File: config.mk
export PLATFORM = sky130hd
export DESIGN_NAME = ppu_requant
export DESIGN_NICKNAME = d
export VERILOG_FILES = /design/src/rtl/ppu_requant.sv
export SDC_FILE = /design/constraint.sdc
export NUM_CORES = 1
export LEC_CHECK = 0
export CAP_MARGIN = 20
export CORE_ASPECT_RATIO = 1.4
export CORE_MARGIN = 8
export CORE_UTILIZATION = 51
export DETAILED_ROUTE_END_ITERATION = 16
export PLACE_DENSITY = 0.77
export SYNTH_ARGS = -nofsm -noshare
export SYNTH_HDL_FRONTEND = slang
export SYNTH_SLANG_ARGS = --single-unit
File: constraint.sdc
create_clock -name clk -period 2.95 [get_ports clk]
set_input_delay 0.4425 -clock clk [delete_from_list [all_inputs] [get_ports clk]]
set_output_delay 0.4425 -clock clk [all_outputs]
set_load 0.005 [all_outputs]
File: src/rtl/ppu_requant.sv
// ppu_requant: post-processing unit on the ofmap read path.
//   Per element: saturating psum + bias, optional ReLU, arithmetic right-shift
//   requantisation, clamp to int8, then pack four bytes per 32-bit word.
//   A valid bit travels with every element, so input bubbles are allowed
//   anywhere. There is no backpressure.
//
// Optional feature (macro PPU_ROUND_EN):
//   defined   - round-half-up: adds 1<<(shift-1) before the shift
//   undefined - plain truncating arithmetic shift (floor)
//
// Ports:
//   clk        clock, rising edge
//   rst        synchronous reset, active-high
//   i_en_ppu   element valid; psum_in/bias_in sampled this cycle
//   psum_in    signed accumulator
//   bias_in    signed bias for this element
//   shift      requant right-shift (0..31), static per tile
//   relu_en    apply ReLU, static per tile
//   valid_ppu  1-cycle strobe, packed word on data_out
//   data_out   packed int8 x4, first element in [7:0]; holds between strobes
//   out_addr   word index within tile of the word presented
//   done       1-cycle pulse together with the last word of a tile
//
// FSM (tile tracking on the input side)
//   state | meaning
//   IDLE  | no tile in flight
//   RUN   | accepting elements of a tile
//   DRAIN | all WIDTH elements accepted, last one still in the pipeline
module ppu_requant #(
  parameter int WIDTH  = 64,
  parameter int ACC_W  = 32,
  parameter int ADDR_W = 6
) (
  input  logic                    clk,
  input  logic                    rst,
  input  logic                    i_en_ppu,
  input  logic signed [ACC_W-1:0] psum_in,
  input  logic signed [ACC_W-1:0] bias_in,
  input  logic [4:0]              shift,
  input  logic                    relu_en,
  output logic                    valid_ppu,
  output logic [31:0]             data_out,
  output logic [ADDR_W-1:0]       out_addr,
  output logic                    done
);

  localparam int CNT_W = (WIDTH > 1) ? $clog2(WIDTH) : 1;
  localparam int WORDS = WIDTH / 4;

  localparam logic signed [ACC_W-1:0] SUM_MAX = {1'b0, {(ACC_W-1){1'b1}}};
  localparam logic signed [ACC_W-1:0] SUM_MIN = {1'b1, {(ACC_W-1){1'b0}}};
  localparam logic signed [ACC_W:0]   Q_MAX   = (ACC_W+1)'(127);
  localparam logic signed [ACC_W:0]   Q_MIN   = (ACC_W+1)'(-128);

  typedef enum logic [1:0] {IDLE, RUN, DRAIN} state_t;

  state_t             state, state_nx;
  logic [CNT_W-1:0]   in_cnt;
  logic               in_last;

  logic                    v1, v2;
  logic signed [ACC_W-1:0] sum1;
  logic signed [ACC_W:0]   r2;

  logic signed [ACC_W:0]   sum_ext;
  logic signed [ACC_W-1:0] sum_sat;
  logic signed [ACC_W-1:0] rel;
  logic signed [ACC_W:0]   pre_shift;
  logic signed [ACC_W:0]   shifted;
  logic [7:0]              q;

  logic [1:0]         byte_cnt;
  logic [23:0]        pack;
  logic [CNT_W-1:0]   elem_cnt;
  logic               last_elem;

  // ---------------- S1: add with saturation ----------------
  // One extra bit catches overflow; top two bits disagree on overflow.
  assign sum_ext = {psum_in[ACC_W-1], psum_in} + {bias_in[ACC_W-1], bias_in};

  always_comb begin
    sum_sat = sum_ext[ACC_W-1:0];
    if (sum_ext[ACC_W] != sum_ext[ACC_W-1])
      sum_sat = sum_ext[ACC_W] ? SUM_MIN : SUM_MAX;
  end

  // ---------------- S2: ReLU, optional rounding, shift ----------------
  assign rel = (relu_en && sum1[ACC_W-1]) ? '0 : sum1;

`ifdef PPU_ROUND_EN
  logic signed [ACC_W:0] rnd_add;
  // The extra bit keeps rel + half-LSB from wrapping.
  assign rnd_add   = (shift != 5'd0) ? ((ACC_W+1)'(1) << (shift - 5'd1)) : '0;
  assign pre_shift = {rel[ACC_W-1], rel} + rnd_add;
`else
  assign pre_shift = {rel[ACC_W-1], rel};
`endif

  assign shifted = pre_shift >>> shift;

  // ---------------- S3: clamp to int8 ----------------
  always_comb begin
    q = r2[7:0];
    if (r2 > Q_MAX)
      q = 8'h7f;
    else if (r2 < Q_MIN)
      q = 8'h80;
  end

  assign last_elem = (elem_cnt == CNT_W'(WIDTH-1));

  // ---------------- pipeline registers ----------------
  always_ff @(posedge clk) begin
    if (rst) begin
      v1   <= 1'b0;
      v2   <= 1'b0;
      sum1 <= '0;
      r2   <= '0;
    end else begin
      v1 <= i_en_ppu;
      v2 <= v1;
      if (i_en_ppu) sum1 <= sum_sat;
      if (v1)       r2   <= shifted;
    end
  end

  // ---------------- packing and output ----------------
  always_ff @(posedge clk) begin
    if (rst) begin
      byte_cnt  <= '0;
      pack      <= '0;
      elem_cnt  <= '0;
      valid_ppu <= 1'b0;
      data_out  <= '0;
      out_addr  <= '0;
      done      <= 1'b0;
    end else begin
      valid_ppu <= 1'b0;
      done      <= 1'b0;
      // Address steps the cycle after each strobe.
      if (valid_ppu)
        out_addr <= (out_addr == ADDR_W'(WORDS-1)) ? '0 : out_addr + 1'b1;
      if (v2) begin
        byte_cnt <= byte_cnt + 2'd1;
        elem_cnt <= last_elem ? '0 : elem_cnt + 1'b1;
        case (byte_cnt)
          2'd0: pack[7:0]   <= q;
          2'd1: pack[15:8]  <= q;
          2'd2: pack[23:16] <= q;
          default: begin
            data_out  <= {q, pack};
            valid_ppu <= 1'b1;
            // WIDTH is a multiple of 4, so the last element always lands in lane 3.
            done      <= last_elem;
          end
        endcase
      end
    end
  end

  // ---------------- tile FSM ----------------
  assign in_last = (in_cnt == CNT_W'(WIDTH-1));

  always_ff @(posedge clk) begin
    if (rst) begin
      state  <= IDLE;
      in_cnt <= '0;
    end else begin
      state <= state_nx;
      if (i_en_ppu)
        in_cnt <= in_last ? '0 : in_cnt + 1'b1;
    end
  end

  always_comb begin
    state_nx = state;
    case (state)
      IDLE:    if (i_en_ppu) state_nx = in_last ? DRAIN : RUN;
      RUN:     if (i_en_ppu && in_last) state_nx = DRAIN;
      // A new element here starts the next tile while the old one drains.
      DRAIN:   if (i_en_ppu) state_nx = in_last ? DRAIN : RUN;
               else if (v2 && last_elem) state_nx = IDLE;
      default: state_nx = IDLE;
    endcase
  end

endmodule

==> results.toml <==
[synth]
syn-num-nets = 1207
syn_area_per_cell_um2 = 8.13
synth_edf_count = 0
synthCells = 1095
ys.flop_type = "dfxtp_1"
yosysWarningCount = 0
synth_cell_type_count = 69
ys_seq_elements = 138
netlist_area_um2 = 8900
async_reset_ff_frac = 0
seq_area_frac_synth = 0.310

[outcome]
status = "complete, no violations"

[finish]
finalInstanceArea_um2 = 11900
insertedDiodeCount = 0
multiInputGateArea_um2 = 5890
syn_to_final_growth_pct = 33.6
fin_nets = 1390
fillers = 1442
drive_gt1_frac = 0.210
regArea_um2 = 2760

[place]
post-place-ws_ns = -0.628
routabilityCongestion = 0.971
io_buffers = 112
placed_area_um2 = 11000
dp_hpwl_mm = 18.4

[pwr]
p_leak_nw = 4.57
power.total_mw = 5.85
irDropWorstVdd_mv = 0.490
powerDensity_nw_per_um2 = 492

[clock_network]
clkSlewWorstSetupHoldPaths_ns = 0.07
htree_num_levels = 4
cts_buffers = 17
clockBufferDepth = 2
cts_root_buffer = "clkbuf_16"
clk_latency_ns = 0.42
cts.sinks = 138
hold_buffers = 0
cts_tree = "yes"

[global_route]
grt_pass1_vias = 8670
grt_max_degree = 70
antenna_found_initial = 1
groute.usage.overall = 0.220
grt_pass1_wl_mm = 40.1
grt_remaining_overflow = 0

[timing]
slew_viol_final = 0
skew_ns = 0.00819
hold_ws_ns = 0.355
worst_pin_slew_ns = 0.811
relSlewSlack = 0.458
hold_viol_final = 0
tns_ns = 0
finalSetupViolCount = 0
setup_slack_ns = 0.0581
period_needed_ns = 2.89
max_freq_ghz = 0.346
period_share = 0.980
rsz0062_at_grt = "yes"

[die]
num_rows = 57
core_um2 = 17300
start_util = 0.516
die_w_um = 128
die_h_um = 172
io_pins = 113
die_area_um2 = 22000

[setup_path]
critical_path_class = "in2reg"
max_stage_delay_ns = 0.40
crit_end = "sum1[22]"
arrival_ns = 3.26
r2r_end = "pack[20]"
r2r-start = "r2[12]"
start_kind = "input pin"
r2r_slack_ns = 0.45
worst_r2r_path_depth = 5
critPathRequiredTime_ns = 3.32
cp-startpoint = "bias_in[4]"
crit_chain = "clkdlybuf4s50_1, ha_1, buf_4, buf_4, nand3_1, nor2_1, o211ai_1, nand4_1, buf_4, a31oi_2, o211ai_2, buf_6, clkbuf_16, a21oi_1, o221a_2"
cp_slowest_cell = "clkdlybuf4s50_1"
crit_fanout = 13
critical_path.most_common_cell = "buf_4"
crit_path_end_kind = "flip-flop"

[job]
max_cap_viol_count = 0

[detailed_routing]
first_iter_violations = 572
vias = 8918
dr.pass1.iters = 5
via_per_inst = 5.84
wl_per_cell_um = 16.1
drtAntennaViolNets = 0
wl_mm = 24.6
drcViolationCount = 0

[hold_path]
hold_path.class = "in2reg"
[critical path, delay by kind of cell]
kind / cells / cell delay (ns)
and+or+nand+nor: 3 / 0.40
buffers and inverters: 6 / 1.25
AOI/OAI and AO/OA: 5 / 0.84
adders and majority gates: 1 / 0.31
[per-stage QoR]
stage / util / instances
final: 0.689 / 1527
after global routing: 0.689 / 1527
after CTS: 0.677 / 1524
after detailed placement: 0.636 / 1487
after global placement: 0.636 / 1487
after floorplan: - / 1095
[placed cells by master (no fill, tap or decap), types with 7 or more instances in the layout]
master           synthesis  layout
mux2_2                   8       8
ha_1                    38      33
buf_4                    2     128
xnor2_1                 12      12
a21oi_2                  1       8
clkdlybuf4s50_1          0     106
nor2_1                 104     103
o21ai_0                 65      63
nor2b_1                  8       8
clkbuf_16                0      18
o211ai_1                26      26
mux4_2                  18      18
nand2b_1                18      18
dfxtp_1                138     138
nand4_1                 18      18
nand3_1                 27      26
xor2_1                  18      18
a31oi_1                 14      12
inv_1                   24      22
o221a_2                 24      24
a211oi_1                35      32
o21ai_1                  8       9
and3_1                  10      10
nor4_1                   7       7
nand2_1                118     118
nor3_1                  12      12
a21oi_1                113     106
mux2i_1                 43      43
a21o_1                   7       7
[final cells by class]
class,instances,area share
clock inverters,15,0.0146
flip-flops and latches,138,0.232
inverters,25,0.00789
repair buffers,251,0.189
well taps,236,0.0248
multi-input cells,845,0.495
clock buffers,17,0.0358
[report_power, final]
part	total [mW]	switching [mW]	leakage, nW	internal [mW]
combinational	1.68	0.863	3.16	0.816
sequential	2.05	0.0916	1.12	1.95
clock	2.12	0.975	0.287	1.15
total	5.85	1.93	4.57	3.92
[per-layer routing]
layer  track usage  routed length [um]
met2         0.418               13000
met3        0.0389                1020
met1         0.223                9410
met5             0                  10
met4         0.119                1200
[registers in the layout, summed over array words and instances (netlist names), 2 cells and up]
signal / count
data_out: 32
out_addr: 6
elem_cnt: 6
r2: 32
sum1: 32
byte_cnt: 2
pack: 24
[cells by family (layout without fill, tap and decap cells)]
kind of cell    count (synthesis)  in the layout  share of synthesized area
compound gates                357            357                      0.269
buf+inv                       112            308                     0.0506
xor+xnor                       30             30                     0.0295
mux                            69             69                      0.104
simple gates                  350            350                      0.181
flops                         138            138                      0.310
fa+ha+maj                      39             39                     0.0557
[cells in the mapped netlist, types with 5 or more instances]
library cell | number | area, um^2
a211oi_1 | 35 | 263
o221a_2 | 24 | 270
nor3_1 | 12 | 60.1
and2_1 | 7 | 43.8
dfxtp_1 | 138 | 2760
a31oi_1 | 14 | 87.6
a21o_1 | 7 | 52.6
nor4_1 | 7 | 43.8
nor2_1 | 104 | 390
xor2_1 | 18 | 158
a221oi_1 | 5 | 43.8
o21ai_0 | 65 | 325
clkbuf_1 | 61 | 229
nand2b_1 | 18 | 113
o21a_1 | 5 | 37.5
buf_1 | 11 | 41.3
o21ai_1 | 8 | 40.0
inv_1 | 24 | 90.1
xnor2_1 | 12 | 105
nand2_1 | 118 | 443
o211ai_1 | 26 | 195
mux2i_1 | 43 | 430
a311o_1 | 6 | 60.1
o311ai_0 | 6 | 52.6
nand3_1 | 27 | 135
buf_2 | 11 | 55.1
a21oi_1 | 113 | 566
and3_1 | 10 | 62.6
nor2b_1 | 8 | 50.1
mux4_2 | 18 | 405
ha_1 | 38 | 475
mux2_2 | 8 | 90.1
nand4_1 | 18 | 113
[how the worst min path moves through the flow]
| stage | endpoint | slack, ns | from | depth (start not counted) |
|---|---|---|---|---|
| 6_report | out_addr[4] | 0.36 | rst | 2 |
| 5_1_grt | out_addr[4] | 0.36 | rst | 2 |
| 4_1_cts | out_addr[4] | 0.34 | rst | 2 |
| 3_5_place_dp | data_out[11] | 0.45 | data_out[11] | 2 |
| 3_3_place_gp | data_out[7] | 0.44 | pack[7] | 2 |
| 2_1_floorplan | data_out[15] | 0.43 | pack[15] | 2 |
[what timing repair did]
item	4_1_cts	5_1_grt
setup buffers	4	2
cloned	1	1
resized for setup	24	27
pin swaps	12	12
endpoints found under the setup margin	32	32
Power figures use the tool's default switching activity.
